### src/rtl/ps2_pkg.sv
// Shared PS/2 keyboard definitions: receiver states, scan-code constants
// and the special (non-ASCII) output codes for navigation keys.
package ps2_pkg;

  typedef enum logic [1:0] {
    RX_IDLE,
    RX_DATA,
    RX_PARITY,
    RX_STOP
  } rx_state_t;

  // Prefix and modifier scan codes (set 2)
  localparam logic [7:0] SC_EXT    = 8'hE0;
  localparam logic [7:0] SC_BRK    = 8'hF0;
  localparam logic [7:0] SC_LSHIFT = 8'h12;
  localparam logic [7:0] SC_RSHIFT = 8'h59;
  localparam logic [7:0] SC_CTRL   = 8'h14;

  // Extended (E0-prefixed) scan codes that produce output
  localparam logic [7:0] SC_UP     = 8'h75;
  localparam logic [7:0] SC_DOWN   = 8'h72;
  localparam logic [7:0] SC_LEFT   = 8'h6B;
  localparam logic [7:0] SC_RIGHT  = 8'h74;
  localparam logic [7:0] SC_HOME   = 8'h6C;
  localparam logic [7:0] SC_END    = 8'h69;
  localparam logic [7:0] SC_DEL    = 8'h71;
  localparam logic [7:0] SC_ENTER  = 8'h5A;

  // Output codes for the extended keys
  localparam logic [7:0] KEY_UP    = 8'h80;
  localparam logic [7:0] KEY_DOWN  = 8'h81;
  localparam logic [7:0] KEY_LEFT  = 8'h82;
  localparam logic [7:0] KEY_RIGHT = 8'h83;
  localparam logic [7:0] KEY_HOME  = 8'h84;
  localparam logic [7:0] KEY_END   = 8'h85;
  localparam logic [7:0] KEY_DEL   = 8'h7F;
  localparam logic [7:0] KEY_CR    = 8'h0D;

endpackage

### src/rtl/ps2_rx.sv
// PS/2 frame receiver: synchronizes the raw lines, samples data on falling
// edges of the keyboard clock, checks start/parity/stop and drops partial
// frames that stall longer than the timeout.
module ps2_rx
  import ps2_pkg::*;
#(
  parameter int CLK_HZ     = 25000000,
  parameter int TIMEOUT_US = 100
) (
  input  logic       clock,
  input  logic       reset,
  input  logic       ps2_clk,
  input  logic       ps2_data,
  output logic       stb,
  output logic [7:0] rx_byte,
  output logic       rx_error
);

  localparam int TO_LIMIT = CLK_HZ / 1000000 * TIMEOUT_US;
  localparam int TO_W     = $clog2(TO_LIMIT + 1);

  logic [1:0]      clk_sync, data_sync;
  logic            clk_old;
  rx_state_t       state, state_nx;
  logic [2:0]      bit_cnt;
  logic [7:0]      shreg;
  logic            par;
  logic [TO_W-1:0] to_cnt;
  logic            fall, sdata, timeout, frame_ok, err_nx, ok_nx;

  assign fall     = clk_old & ~clk_sync[1];
  assign sdata    = data_sync[1];
  // A falling edge in the expiry cycle wins over the timeout
  assign timeout  = (state != RX_IDLE) && (to_cnt == TO_W'(TO_LIMIT)) && !fall;
  // Odd parity: data bits plus parity bit must XOR to 1
  assign frame_ok = sdata & (^{shreg, par});
  assign rx_byte  = shreg;

  // Two-flop synchronizers plus the previous clock sample for edge detection
  always_ff @(posedge clock) begin
    if (reset) begin
      clk_sync  <= 2'b11;
      data_sync <= 2'b11;
      clk_old   <= 1'b1;
    end else begin
      clk_sync  <= {clk_sync[0], ps2_clk};
      data_sync <= {data_sync[0], ps2_data};
      clk_old   <= clk_sync[1];
    end
  end

  // Receiver state register
  always_ff @(posedge clock) begin
    if (reset) state <= RX_IDLE;
    else       state <= state_nx;
  end

  // Next-state: advance one step per sampled bit, bail to IDLE on timeout
  always_comb begin
    state_nx = state;
    if (timeout) begin
      state_nx = RX_IDLE;
    end else if (fall) begin
      case (state)
        RX_IDLE:   if (!sdata) state_nx = RX_DATA;
        RX_DATA:   if (bit_cnt == 3'd7) state_nx = RX_PARITY;
        RX_PARITY: state_nx = RX_STOP;
        RX_STOP:   state_nx = RX_IDLE;
        default:   state_nx = RX_IDLE;
      endcase
    end
  end

  // Outputs: accept/reject decisions made at the stop-bit sample
  always_comb begin
    err_nx = timeout;
    ok_nx  = 1'b0;
    if (fall) begin
      if (state == RX_IDLE && sdata)  err_nx = 1'b1;
      if (state == RX_STOP) begin
        ok_nx  = frame_ok;
        err_nx = !frame_ok;
      end
    end
  end

  // Bit datapath, timeout counter and registered output pulses
  always_ff @(posedge clock) begin
    if (reset) begin
      bit_cnt  <= 3'd0;
      shreg    <= 8'h00;
      par      <= 1'b0;
      to_cnt   <= '0;
      stb      <= 1'b0;
      rx_error <= 1'b0;
    end else begin
      stb      <= ok_nx;
      rx_error <= err_nx;
      if (fall)                         to_cnt <= '0;
      else if (to_cnt != TO_W'(TO_LIMIT)) to_cnt <= to_cnt + 1'b1;
      if (timeout) begin
        bit_cnt <= 3'd0;
      end else if (fall) begin
        case (state)
          RX_IDLE:   bit_cnt <= 3'd0;
          RX_DATA: begin
            shreg   <= {sdata, shreg[7:1]};
            bit_cnt <= bit_cnt + 3'd1;
          end
          RX_PARITY: par <= sdata;
          default: ;
        endcase
      end
    end
  end

endmodule

### src/rtl/ps2_keyboard.sv
// PS/2 keyboard front end: receiver plus scan-code decoder that tracks the
// E0/F0 prefixes and shift/ctrl modifiers and emits ASCII on each make.
module ps2_keyboard
  import ps2_pkg::*;
#(
  parameter int CLK_HZ     = 25000000,
  parameter int TIMEOUT_US = 100
) (
  input  logic       clock,
  input  logic       reset,
  input  logic       ps2_clk,
  input  logic       ps2_data,
  output logic       kdone,
  output logic [7:0] ascii,
  output logic       rx_error
);

  logic       rx_stb;
  logic [7:0] rx_byte;
  logic       ext, brk, shift, ctrl;
  logic [7:0] tbl, xlat;
  logic       emit, is_letter;

  ps2_rx #(.CLK_HZ(CLK_HZ), .TIMEOUT_US(TIMEOUT_US)) u_rx (
    .clock    (clock),
    .reset    (reset),
    .ps2_clk  (ps2_clk),
    .ps2_data (ps2_data),
    .stb      (rx_stb),
    .rx_byte  (rx_byte),
    .rx_error (rx_error)
  );

  // 128-entry translation table, {plain, shifted}; 00h means unmapped
  function automatic logic [7:0] key_lookup(input logic [6:0] code, input logic shifted);
    logic [15:0] ps;
    case (code)
      7'h1C: ps = "aA";  7'h32: ps = "bB";  7'h21: ps = "cC";  7'h23: ps = "dD";
      7'h24: ps = "eE";  7'h2B: ps = "fF";  7'h34: ps = "gG";  7'h33: ps = "hH";
      7'h43: ps = "iI";  7'h3B: ps = "jJ";  7'h42: ps = "kK";  7'h4B: ps = "lL";
      7'h3A: ps = "mM";  7'h31: ps = "nN";  7'h44: ps = "oO";  7'h4D: ps = "pP";
      7'h15: ps = "qQ";  7'h2D: ps = "rR";  7'h1B: ps = "sS";  7'h2C: ps = "tT";
      7'h3C: ps = "uU";  7'h2A: ps = "vV";  7'h1D: ps = "wW";  7'h22: ps = "xX";
      7'h35: ps = "yY";  7'h1A: ps = "zZ";
      7'h16: ps = "1!";  7'h1E: ps = "2@";  7'h26: ps = "3#";  7'h25: ps = "4$";
      7'h2E: ps = "5%";  7'h36: ps = "6^";  7'h3D: ps = "7&";  7'h3E: ps = "8*";
      7'h46: ps = "9(";  7'h45: ps = "0)";
      7'h0E: ps = 16'h607E;  // ` ~
      7'h4E: ps = "-_";  7'h55: ps = "=+";  7'h54: ps = "[{";  7'h5B: ps = "]}";
      7'h5D: ps = "\\|"; 7'h4C: ps = ";:";  7'h52: ps = "'\""; 7'h41: ps = ",<";
      7'h49: ps = ".>";  7'h4A: ps = "/?";
      7'h29: ps = 16'h2020;  // space
      7'h5A: ps = 16'h0D0D;  // enter
      7'h66: ps = 16'h0808;  // backspace
      7'h76: ps = 16'h1B1B;  // escape
      7'h0D: ps = 16'h0909;  // tab
      default: ps = 16'h0000;
    endcase
    return shifted ? ps[7:0] : ps[15:8];
  endfunction

  assign tbl       = key_lookup(rx_byte[6:0], shift);
  assign is_letter = (tbl >= 8'h61 && tbl <= 8'h7A) || (tbl >= 8'h41 && tbl <= 8'h5A);

  // Translate the received make code into an output character, if any
  always_comb begin
    emit = 1'b0;
    xlat = 8'h00;
    if (ext) begin
      emit = 1'b1;
      case (rx_byte)
        SC_UP:    xlat = KEY_UP;
        SC_DOWN:  xlat = KEY_DOWN;
        SC_LEFT:  xlat = KEY_LEFT;
        SC_RIGHT: xlat = KEY_RIGHT;
        SC_HOME:  xlat = KEY_HOME;
        SC_END:   xlat = KEY_END;
        SC_DEL:   xlat = KEY_DEL;
        SC_ENTER: xlat = KEY_CR;
        default:  emit = 1'b0;
      endcase
    end else if (!rx_byte[7]) begin
      emit = (tbl != 8'h00);
      xlat = (ctrl && is_letter) ? (tbl & 8'h1F) : tbl;
    end
  end

  // Prefix/modifier tracking and the registered kdone/ascii outputs
  always_ff @(posedge clock) begin
    if (reset) begin
      ext   <= 1'b0;
      brk   <= 1'b0;
      shift <= 1'b0;
      ctrl  <= 1'b0;
      kdone <= 1'b0;
      ascii <= 8'h00;
    end else begin
      kdone <= 1'b0;
      if (rx_stb) begin
        if (rx_byte == SC_EXT) begin
          ext <= 1'b1;
        end else if (rx_byte == SC_BRK) begin
          brk <= 1'b1;
        end else begin
          ext <= 1'b0;
          brk <= 1'b0;
          if (rx_byte == SC_LSHIFT || rx_byte == SC_RSHIFT) begin
            shift <= ~brk;
          end else if (rx_byte == SC_CTRL) begin
            ctrl <= ~brk;
          end else if (!brk && emit) begin
            kdone <= 1'b1;
            ascii <= xlat;
          end
        end
      end
    end
  end

endmodule

### config.mk
export PLATFORM = sky130hd
export DESIGN_NAME = ps2_keyboard
export DESIGN_NICKNAME = d
export VERILOG_FILES = /design/src/rtl/ps2_pkg.sv /design/src/rtl/ps2_rx.sv /design/src/rtl/ps2_keyboard.sv
export SDC_FILE = /design/constraint.sdc
export NUM_CORES = 1
export LEC_CHECK = 0
export CORE_UTILIZATION = 68
export CTS_BUF_LIST = sky130_fd_sc_hd__clkbuf_4 sky130_fd_sc_hd__clkbuf_8
export CTS_CLUSTER_SIZE = 10
export DETAILED_ROUTE_END_ITERATION = 10
export MAX_ROUTING_LAYER = met4
export PLACE_DENSITY_LB_ADDON = 0.1
export SETUP_SLACK_MARGIN = 0.05
export SLEW_MARGIN = 20
export SYNTH_ARGS = -nofsm -noshare
export SYNTH_HDL_FRONTEND = slang
export SYNTH_HIERARCHICAL = 1
export SYNTH_SLANG_ARGS = --single-unit
### constraint.sdc
create_clock -name clock -period 10 [get_ports clock]
set_clock_uncertainty 0.1 [all_clocks]
set_input_delay 2 -clock clock [delete_from_list [all_inputs] [get_ports clock]]
set_output_delay 2 -clock clock [all_outputs]
set_load 0.02 [all_outputs]
==> results of run 1 <==
==> critical path, delay by kind of cell, from the launching register on <==
| family | cells | cell delay [ns] |
|---|---|---|
| simple gates | 4 | 1.01 |
| mux | 1 | 0.45 |
| flops | 1 | 0.64 |
| compound gates | 4 | 0.96 |
| buf+inv | 1 | 0.23 |
| fa+ha+maj | 1 | 0.60 |
==> cell families (layout without fill, tap and decap cells) <==
| logic type | after synthesis | in the layout | synth area share, % |
|---|---|---|---|
| adder cells (fa/ha/maj) | 15 | 15 | 5.01 |
| buffers and inverters | 53 | 43 | 6.82 |
| AO/OA/AOI/OAI | 139 | 139 | 25.3 |
| multiplexers | 15 | 15 | 4.41 |
| XOR/XNOR | 16 | 16 | 4.11 |
| flip-flops | 46 | 46 | 24.6 |
| AND/OR/NAND/NOR | 212 | 212 | 29.7 |
==> flip-flops by register name, indices dropped and copies added (netlist names), 2 cells and up <==
name,cells
u_rx/to_cnt,12
ascii,8
u_rx/rx_byte,8
u_rx/bit_cnt,3
u_rx/clk_sync,2
u_rx/data_sync,2
u_rx/state,2
==> layout make-up <==
cell class	instances	area share [%]
multi-input combinational	397	65.9
sequential	46	23.6
timing repair buffer	18	4.30
clock inverter	3	0.546
clock buffer	5	1.77
inverter	17	1.64
tap	70	2.25
==> through the flow <==
stage / power (uW) / utilization (%) / setup WS [ns] / std cells
CTS: 313 / 74.9 / 5.99 / 556
finish: 310 / 74.9 / 5.91 / 556
detailed placement: 201 / 73.1 / 5.99 / 548
global placement: 201 / 73.1 / 6.13 / 548
floorplan: 198 / - / 6.72 / 496
global route: 321 / 74.9 / 5.71 / 556
==> synthesized netlist by cell type (all sizes together), types with 14 or more instances <==
cell type  count  area, um^2
nand2         49         184
dfxtp         46         921
nor2          46         173
a21oi         31         155
o21ai         28         140
buf           22         139
inv           17        63.8
nand2b        17         106
nor3          17        85.1
ha            15         188
nand3         15        75.1
clkbuf        14        52.6
==> report_power, final <==
group | internal [uW] | switching (uW)
clock | 49.1 | 64.0
combinational | 4.05 | 6.27
sequential | 185 | 1.99
==> layout by cell type, fill, tap and decap left out, types with 7 or more instances in the layout <==
| cell | synthesis | layout |
|---|---|---|
| a31oi_1 | 7 | 7 |
| xor2_1 | 10 | 10 |
| nand3_1 | 15 | 15 |
| ha_1 | 15 | 15 |
| dfxtp_1 | 46 | 46 |
| or2_2 | 8 | 8 |
| mux2i_1 | 12 | 12 |
| inv_1 | 14 | 14 |
| nand2b_1 | 17 | 17 |
| nor2_1 | 46 | 46 |
| nor2b_1 | 9 | 9 |
| a211oi_1 | 8 | 8 |
| a21oi_1 | 31 | 31 |
| clkdlybuf4s50_1 | 0 | 13 |
| nand2_1 | 49 | 49 |
| o21ai_0 | 23 | 23 |
| nor3_1 | 17 | 17 |
| o31ai_1 | 9 | 9 |
==> path summary, 6_finish.rpt <==
| check | from | to | slack [ns] | cells after the start |
|---|---|---|---|---|
| max | u_rx/rx_byte[1]$_SDFFE_PP0P_ | ascii[3]$_SDFFE_PP0P_ | 5.91 | 11 |
| min reg2reg | u_rx/data_sync[0]$_SDFF_PP1_ | u_rx/data_sync[1]$_SDFF_PP1_ | 0.32 | 1 |
| max reg2reg | u_rx/rx_byte[1]$_SDFFE_PP0P_ | ascii[3]$_SDFFE_PP0P_ | 5.91 | 11 |
| min | u_rx/data_sync[0]$_SDFF_PP1_ | u_rx/data_sync[1]$_SDFF_PP1_ | 0.32 | 1 |
==> layer usage <==
| layer | vias to the layer above | wire length, um | track usage (%) | part of all wire, % |
|---|---|---|---|---|
| met5 | - | 0 | - | 0 |
| met4 | 0 | 614 | 23.3 | 5.8 |
| met3 | 67 | 972 | 5.75 | 9.1 |
| met2 | 274 | 4960 | 61.5 | 46 |
| met1 | 1763 | 4130 | 44.5 | 39 |
| li1 | 1783 | - | - | - |
==> impl_metrics.ini, run 1 <==
[timing]
max_freq_mhz = 244
rsz0062_at_grt = false
slew_viol_final = 0
max-slew-margin-rel_pct = 34.8
setup_viol = 0
post-route-period-util_pct = 40.9
finalHoldViolCount = 0
whs_ns = 0.319
fin_tns_setup_ns = 0
fin_crit_ns = 4.09
worst_slew_pin_slew_ns = 0.975

[global_route]
grt_overflow = 0
antenna_found_initial = 0
grt_pass1_vias = 3634
grt_use_total_pct = 38.0
grt_max_degree = 45
grt_pass1_wl_um = 17300

[floorplan]
num_io_pins = 14
dieHeight_um = 76.2
start_util_pct = 71.9
core_area_um2 = 5200
die-width_um = 76.2
die-area_um2 = 5810
rows = 26

[clocking]
cts_hold_buf = 0
cts_made_buffers = 5
h-tree-depth = 2
cts_sinks = 46
clockRootBuffer = clkbuf_8
clk_pin_slew_ns = 0.08
clk_latency_ns = 0.31
post_cts_buffers = 0
cts_tree = yes
cts_max_path_buffers = 2
cts-resized-gates = 0

[power]
p_leak_uw = 0.00126
powerDensity_nw_per_um2 = 79.6
ir_worst_vdd_uv = 134

[setup_path]
critical-path-max-stage-delay_ns = 0.64
crit_required_ns = 10.12
end_kind = flip-flop
cp-start-kind = flip-flop
worstPathArrival_ns = 4.21
slowest_stage = dfxtp_1
critPathKind = reg -> reg
cp_max_fo = 16
path_cells = inv_1, ha_1, nor2_1, or2_0, mux4_2, o221ai_1, o31ai_1, and3_1, a221o_1, or3_1, a21oi_1

[final_layout]
final_area_um2 = 3900
antenna_cells = 0
nets = 504
multi_input_area_um2 = 2570
regArea_um2 = 921
fill_cells = 385
area_delta_synth_final_pct = 4.11
layout-drive-gt1-share_pct = 6.38

[yosys]
avgSynthCellArea_um2 = 7.55
synth_edf_count = 0
synth-seq-area-share_pct = 24.6
synthCells = 496
yosysUniqueCellTypes = 76
yosysWarnings = 6
ys_async_sr_fraction_pct = 0
synth_fp_nets = 515
synthFlopType = dfxtp_1
synth_seq_cells = 46
synth_area_um2 = 3740

[place]
gp_congestion = 1.02
hpwl_um = 7540
numPortBuffers = 13
dpl_cell_area_um2 = 3810

[run_status]
outcome = finished, final reports clean

[route]
drt_iter0_drc = 676
drt-pass1-iter-count = 7
num_vias = 3887
drt-wirelength-per-cell_um = 19.2
postRouteAntennaNets = 0
routed_wirelength_um = 10700
drc_errors = 0
via_per_inst = 6.99

[run]
drv_cap = 0

[min_path]
min_path_type = reg -> reg
(Power assumes the default switching activity.)
==> inputs of run 2 (changes only) <==
--- a/config.mk
+++ b/config.mk
@@ -5,7 +5,7 @@
 export SDC_FILE = /design/constraint.sdc
 export NUM_CORES = 1
 export LEC_CHECK = 0
-export CORE_UTILIZATION = 68
+export CORE_UTILIZATION = 57
 export CTS_BUF_LIST = sky130_fd_sc_hd__clkbuf_4 sky130_fd_sc_hd__clkbuf_8
 export CTS_CLUSTER_SIZE = 10
 export DETAILED_ROUTE_END_ITERATION = 10
==> constraint.sdc (replaced) <==
create_clock -name clock -period 3.5 [get_ports clock]
set_clock_uncertainty 0.1 [all_clocks]
set_input_delay 0.7 -clock clock [delete_from_list [all_inputs] [get_ports clock]]
set_output_delay 0.7 -clock clock [all_outputs]
set_load 0.02 [all_outputs]
==> run 2 against run 1 <==
Against the previous run: sequential power grew to 2.9 times the previous value; via count grew 2.4%; first-iteration DRC count is 22% lower; final cell count grew 6.3%; critical path type unchanged; largest cell class unchanged; highest routed layer unchanged.
==> impl_metrics.ini, run 2 (synthesis gave the netlist of run 1 again) <==
[timing]
fin_tns_setup_ns = 0
setup_viol = 0
post-route-period-util_pct = 96.4
worst_slew_pin_slew_ns = 0.633
finalHoldViolCount = 0
fin_crit_ns = 3.37
rsz0062_at_grt = false
slew_viol_final = 0
max-slew-margin-rel_pct = 57.7
max_freq_mhz = 296

[run]
drv_cap = 0

[final_layout]
nets = 532
max_flop_register = u_rx/to_cnt
largest_reg_flops = 12
layout_commonest_cell = nand2_1
layout-drive-gt1-share_pct = 12.8
antenna_cells = 0
final_cell_mix = nand2_1, nor2_1, dfxtp_1, a21oi_1, buf_4
area_delta_synth_final_pct = 11.9

[floorplan]
die-area_um2 = 6900
dieHeight_um = 83.0
num_io_pins = 14
start_util_pct = 59.0
core_area_um2 = 6350
die-width_um = 83.0
rows = 29

[route]
wl_met1_um = 4390
wl_met2_um = 5210
num_vias = 3980
highest_layer = met4
drt_iter0_drc = 528
routed_wirelength_um = 11400
via_per_inst = 6.73
postRouteAntennaNets = 0
drt-pass1-iter-count = 6
route.met3.wl_um = 1060
drt-wirelength-per-cell_um = 19.2
drc_errors = 0

[power]
switching_share_pct = 22.9
power.internal_uw = 690
p_switching_uw = 205
clkPwrFrac_pct = 37.1
ir_worst_vdd_uv = 208
power_uw = 895
p_leak_uw = 0.00142
p_comb_share_pct = 3.2
seqPwrFrac_pct = 59.7
powerDensity_nw_per_um2 = 214

[setup_path]
end_kind = flip-flop
crit_required_ns = 3.62
critPathKind = reg -> reg
cp-start-kind = flip-flop
cp_max_fo = 14
worstPathArrival_ns = 3.50

[place]
gp_congestion = 1.09
numPortBuffers = 13
hpwl_um = 8280

[global_route]
grt_pass1_wl_um = 18800
grt_max_degree = 54
grt_use_total_pct = 34.4
grt_pass1_vias = 3905
grt_overflow = 0
antenna_found_initial = 0

[clocking]
post_cts_buffers = 0
cts_made_buffers = 5
cts_sinks = 46
clk_pin_slew_ns = 0.09
clockRootBuffer = clkbuf_8
h-tree-depth = 2
clk_latency_ns = 0.30
cts_hold_buf = 0
cts_max_path_buffers = 2
cts_tree = yes

[run_status]
outcome = finished, final reports clean

[min_path]
min_path_type = reg -> reg
[run 2: cell types whose count changed in the layout (fill, tap and decap cells not counted), sizes merged]
cell,previous run,this run
buf,5,33
clkbuf,5,6
clkinvlp,1,0
[run 2: layer usage]
metal	vias up	GRT usage (%)
met4	0	22.3
met2	240	53.8
met5	-	-
met3	87	6.76
li1	1848	-
met1	1805	40.4
[run 2: path summary, 6_finish.rpt]
kind,to,start,cells after the start,slack (ns)
hold reg to reg,u_rx/clk_sync[1]$_SDFF_PP1_,u_rx/clk_sync[0]$_SDFF_PP1_,1,0.32
setup reg to reg,ascii[4]$_SDFFE_PP0P_,u_rx/rx_byte[1]$_SDFFE_PP0P_,12,0.13
setup / recovery,ascii[4]$_SDFFE_PP0P_,u_rx/rx_byte[1]$_SDFFE_PP0P_,12,0.13
hold / removal,u_rx/clk_sync[1]$_SDFF_PP1_,u_rx/clk_sync[0]$_SDFF_PP1_,1,0.32
[run 2: area by class of cell]
type,count,area (um^2)
flip-flops and latches,46,921
clock buffers,6,76.3
fillers,532,2160
repair buffers,46,415
multi-input cells,397,2600
inverters,17,63.8
well taps,77,96.3
clock inverters,2,13.8
[run 2: what timing repair did]
item / in CTS / in global routing
endpoints found under the hold margin: 0 / 0
cloned: 0 / 0
setup endpoints to repair: 3 / 8
gates resized for setup: 1 / 9
[run 2: worst max-delay path: stages (launching register included)]
cell and delay [ns]:
dfxtp_1 0.33, buf_4 0.20, ha_2 0.26, and2_1 0.24, or3_1 0.37, a211o_1 0.32
a21o_1 0.20, o21ai_2 0.20, and4bb_1 0.24, a221o_1 0.35, buf_4 0.18, nor2b_1 0.14
nor3_1 0.18
[run 2: power groups by stage]
stage          Clock (uW)  Sequential (uW)  Combinational, uW
2_1_floorplan           0              545               19.9
3_3_place_gp            0              546               28.0
3_5_place_dp            0              546               29.0
4_1_cts               339              534               29.0
5_1_grt               356              535               32.7
6_report              332              534               28.8
[run 2: through the flow]
step                      hold slack [ns]  utilization (%)  cells  setup slack [ns]  cell area, um^2
after CTS                           0.316             65.5    591             0.115             4160
after global routing                0.344             66.0    591            0.0876             4190
final                               0.322             66.0    591             0.126             4190
after detailed placement            0.294             64.0    583            0.0409             4060
after global placement              0.293             64.0    583            0.0987             4060
after floorplan                     0.289                -    496             0.221             3740
==> inputs of run 3 (changes only) <==
--- a/config.mk
+++ b/config.mk
@@ -5,7 +5,7 @@
 export SDC_FILE = /design/constraint.sdc
 export NUM_CORES = 1
 export LEC_CHECK = 0
-export CORE_UTILIZATION = 57
+export CORE_UTILIZATION = 50
 export CTS_BUF_LIST = sky130_fd_sc_hd__clkbuf_4 sky130_fd_sc_hd__clkbuf_8
 export CTS_CLUSTER_SIZE = 10
 export DETAILED_ROUTE_END_ITERATION = 10
==> run 3 against run 2 <==
Against the previous run: maximum frequency rose by 3.0%; critical path type unchanged; worst hold slack got worse by 0.0057 ns; highest routed layer unchanged; routed wire length fell by 0.25%; power rose by 9.1%; critical path depth did not move; largest power group unchanged; largest cell class unchanged; global-route usage fell by 3.2 points; sequential cell count did not move; final cell count rose by 2.9%.
==> impl_metrics.ini, run 3 (synthesis gave the netlist of run 1 again) <==
[route]
drc_errors = 0
drt-pass1-iter-count = 5
num_vias = 3876
via_per_inst = 6.38
postRouteAntennaNets = 0
routed_wirelength_um = 11300
drt_iter0_drc = 416
drt-wirelength-per-cell_um = 18.7

[setup_path]
cp_max_fo = 7
slowest_stage = a221o_1
cp_common_cell = buf_4
r2r-end = ascii[5]$_SDFFE_PP0P_
critPathKind = reg -> reg
r2r_cells = 12
endpoint = ascii[5]$_SDFFE_PP0P_
worstPathArrival_ns = 3.37
r2r_slack_ns = 0.22
end_kind = flip-flop
critical-path-max-stage-delay_ns = 0.40
cp-start-kind = flip-flop
path_cells = buf_4, ha_2, and2_1, or3_1, a211o_1, a21o_1, o21ai_2, and4bb_1, a221o_1, buf_4, nor2_1, a221oi_2
r2r_start = u_rx/rx_byte[0]$_SDFFE_PP0P_
crit_required_ns = 3.60
critPathLaunch = u_rx/rx_byte[0]$_SDFFE_PP0P_

[global_route]
grt_overflow = 0
grt_pass1_wl_um = 18000
grt_max_degree = 56
grt_use_total_pct = 31.2
antenna_found_initial = 0
grt_pass1_vias = 3484

[timing]
slew_viol_final = 0
fin_crit_ns = 3.28
max_freq_mhz = 305
finalHoldViolCount = 0
post-route-period-util_pct = 93.6
rsz0062_at_grt = false
max-slew-margin-rel_pct = 63.7
worst_slack_ns = 0.224
setup_viol = 0
whs_ns = 0.317
fin_tns_setup_ns = 0
worst_slew_pin_slew_ns = 0.544

[place]
numPortBuffers = 13
gp_congestion = 0.939
dp.cells = 599
dpl_cell_area_um2 = 4050
dp_slack_ns = 0.0937
hpwl_um = 8070

[power]
powerDensity_nw_per_um2 = 232
switching_share_pct = 22.7
ir_worst_vdd_uv = 282
p_switching_uw = 221
p_comb_share_pct = 3.0
clkPwrFrac_pct = 42.3
seqPwrFrac_pct = 54.7
p_leak_uw = 0.00140
power.internal_uw = 755

[floorplan]
die-area_um2 = 7840
core_area_um2 = 7250
num_io_pins = 14
rows = 31
dieHeight_um = 88.5
start_util_pct = 51.6
die-width_um = 88.5

[final_layout]
final_area_um2 = 4210
largest_reg_flops = 12
antenna_cells = 0
max_flop_register = u_rx/to_cnt
layout-drive-gt1-share_pct = 12.4
instances_no_fill = 608
multi_input_area_um2 = 2610
layout_commonest_cell = nand2_1
fill_cells = 696
nets = 527
area_delta_synth_final_pct = 12.5
final_cell_mix = nand2_1, nor2_1, dfxtp_1, a21oi_1, buf_4
regArea_um2 = 923

[clocking]
clk_latency_ns = 0.31
cts_made_buffers = 5
clk_pin_slew_ns = 0.09
clockRootBuffer = clkbuf_8
cts_max_path_buffers = 2
cts_tree = yes
cts_sinks = 46
h-tree-depth = 2

[run_status]
outcome = finished, final reports clean

[min_path]
min_path_type = reg -> reg

[run]
drv_cap = 0
-- run 3: cell count changes in the layout (fill, tap and decap cells not counted), moves of 2 or more --
cell / before / now
dfxtp_2: 0 / 2
ha_2: 4 / 2
buf_4: 30 / 25
dfxtp_1: 46 / 44
-- run 3: layout make-up --
| cell class | count | share of cell area (%) |
|---|---|---|
| Multi-Input combinational cell | 397 | 62.0 |
| Sequential cell | 46 | 21.9 |
| Timing Repair Buffer | 41 | 8.97 |
| Tap cell | 99 | 2.94 |
| Clock buffer | 5 | 1.63 |
| Inverter | 17 | 1.51 |
| Clock inverter | 3 | 1.04 |
-- run 3: critical path, delay by kind of cell (launching register included) --
kind / cells / cell delay, ns
buffers and inverters: 2 / 0.34
AO/OA/AOI/OAI: 5 / 1.16
AND/OR/NAND/NOR: 4 / 0.97
flip-flops: 1 / 0.36
adder cells (fa/ha/maj): 1 / 0.24
-- run 3: per-stage QoR --
stage / power, uW / util (%)
CTS: 988 / 57.3
global placement: 575 / 55.8
finish: 977 / 58.1
global route: 1010 / 58.1
floorplan: 565 / -
detailed placement: 577 / 55.8
-- run 3: how the worst min path moves through the flow --
| stage | startpoint | to | slack [ns] | depth (start not counted) |
|---|---|---|---|---|
| 3_5_place_dp | u_rx/data_sync[0]$_SDFF_PP1_ | u_rx/data_sync[1]$_SDFF_PP1_ | 0.30 | 1 |
| 2_1_floorplan | u_rx/clk_sync[0]$_SDFF_PP1_ | u_rx/clk_sync[1]$_SDFF_PP1_ | 0.29 | 1 |
| 3_3_place_gp | u_rx/data_sync[0]$_SDFF_PP1_ | u_rx/data_sync[1]$_SDFF_PP1_ | 0.29 | 1 |
| 5_1_grt | u_rx/data_sync[0]$_SDFF_PP1_ | u_rx/data_sync[1]$_SDFF_PP1_ | 0.34 | 1 |
| 4_1_cts | u_rx/data_sync[0]$_SDFF_PP1_ | u_rx/data_sync[1]$_SDFF_PP1_ | 0.32 | 1 |
| 6_report | u_rx/data_sync[0]$_SDFF_PP1_ | u_rx/data_sync[1]$_SDFF_PP1_ | 0.32 | 1 |
-- run 3: what timing repair did --
item,4_1_cts,5_1_grt
endpoints found under the setup margin,0,6
gates resized for setup,0,13
hold buffers,0,0
buffers inserted,0,1
-- run 3: power groups by stage --
stage                     combinational, uW  sequential [uW]  clock (uW)
after floorplan                        19.9              545           0
final                                  29.8              534         413
after global routing                   33.7              535         443
after CTS                              30.2              534         423
after global placement                 29.3              546           0
after detailed placement               30.1              547           0
-- run 3: layer usage --
metal / global-route usage [%] / wire length, um / vias to the layer above
li1: - / - / 1829
met1: 38.1 / 4720 / 1802
met2: 48.7 / 5200 / 206
met3: 5.88 / 925 / 39
met4: 16.3 / 503 / 0
met5: - / 0 / -
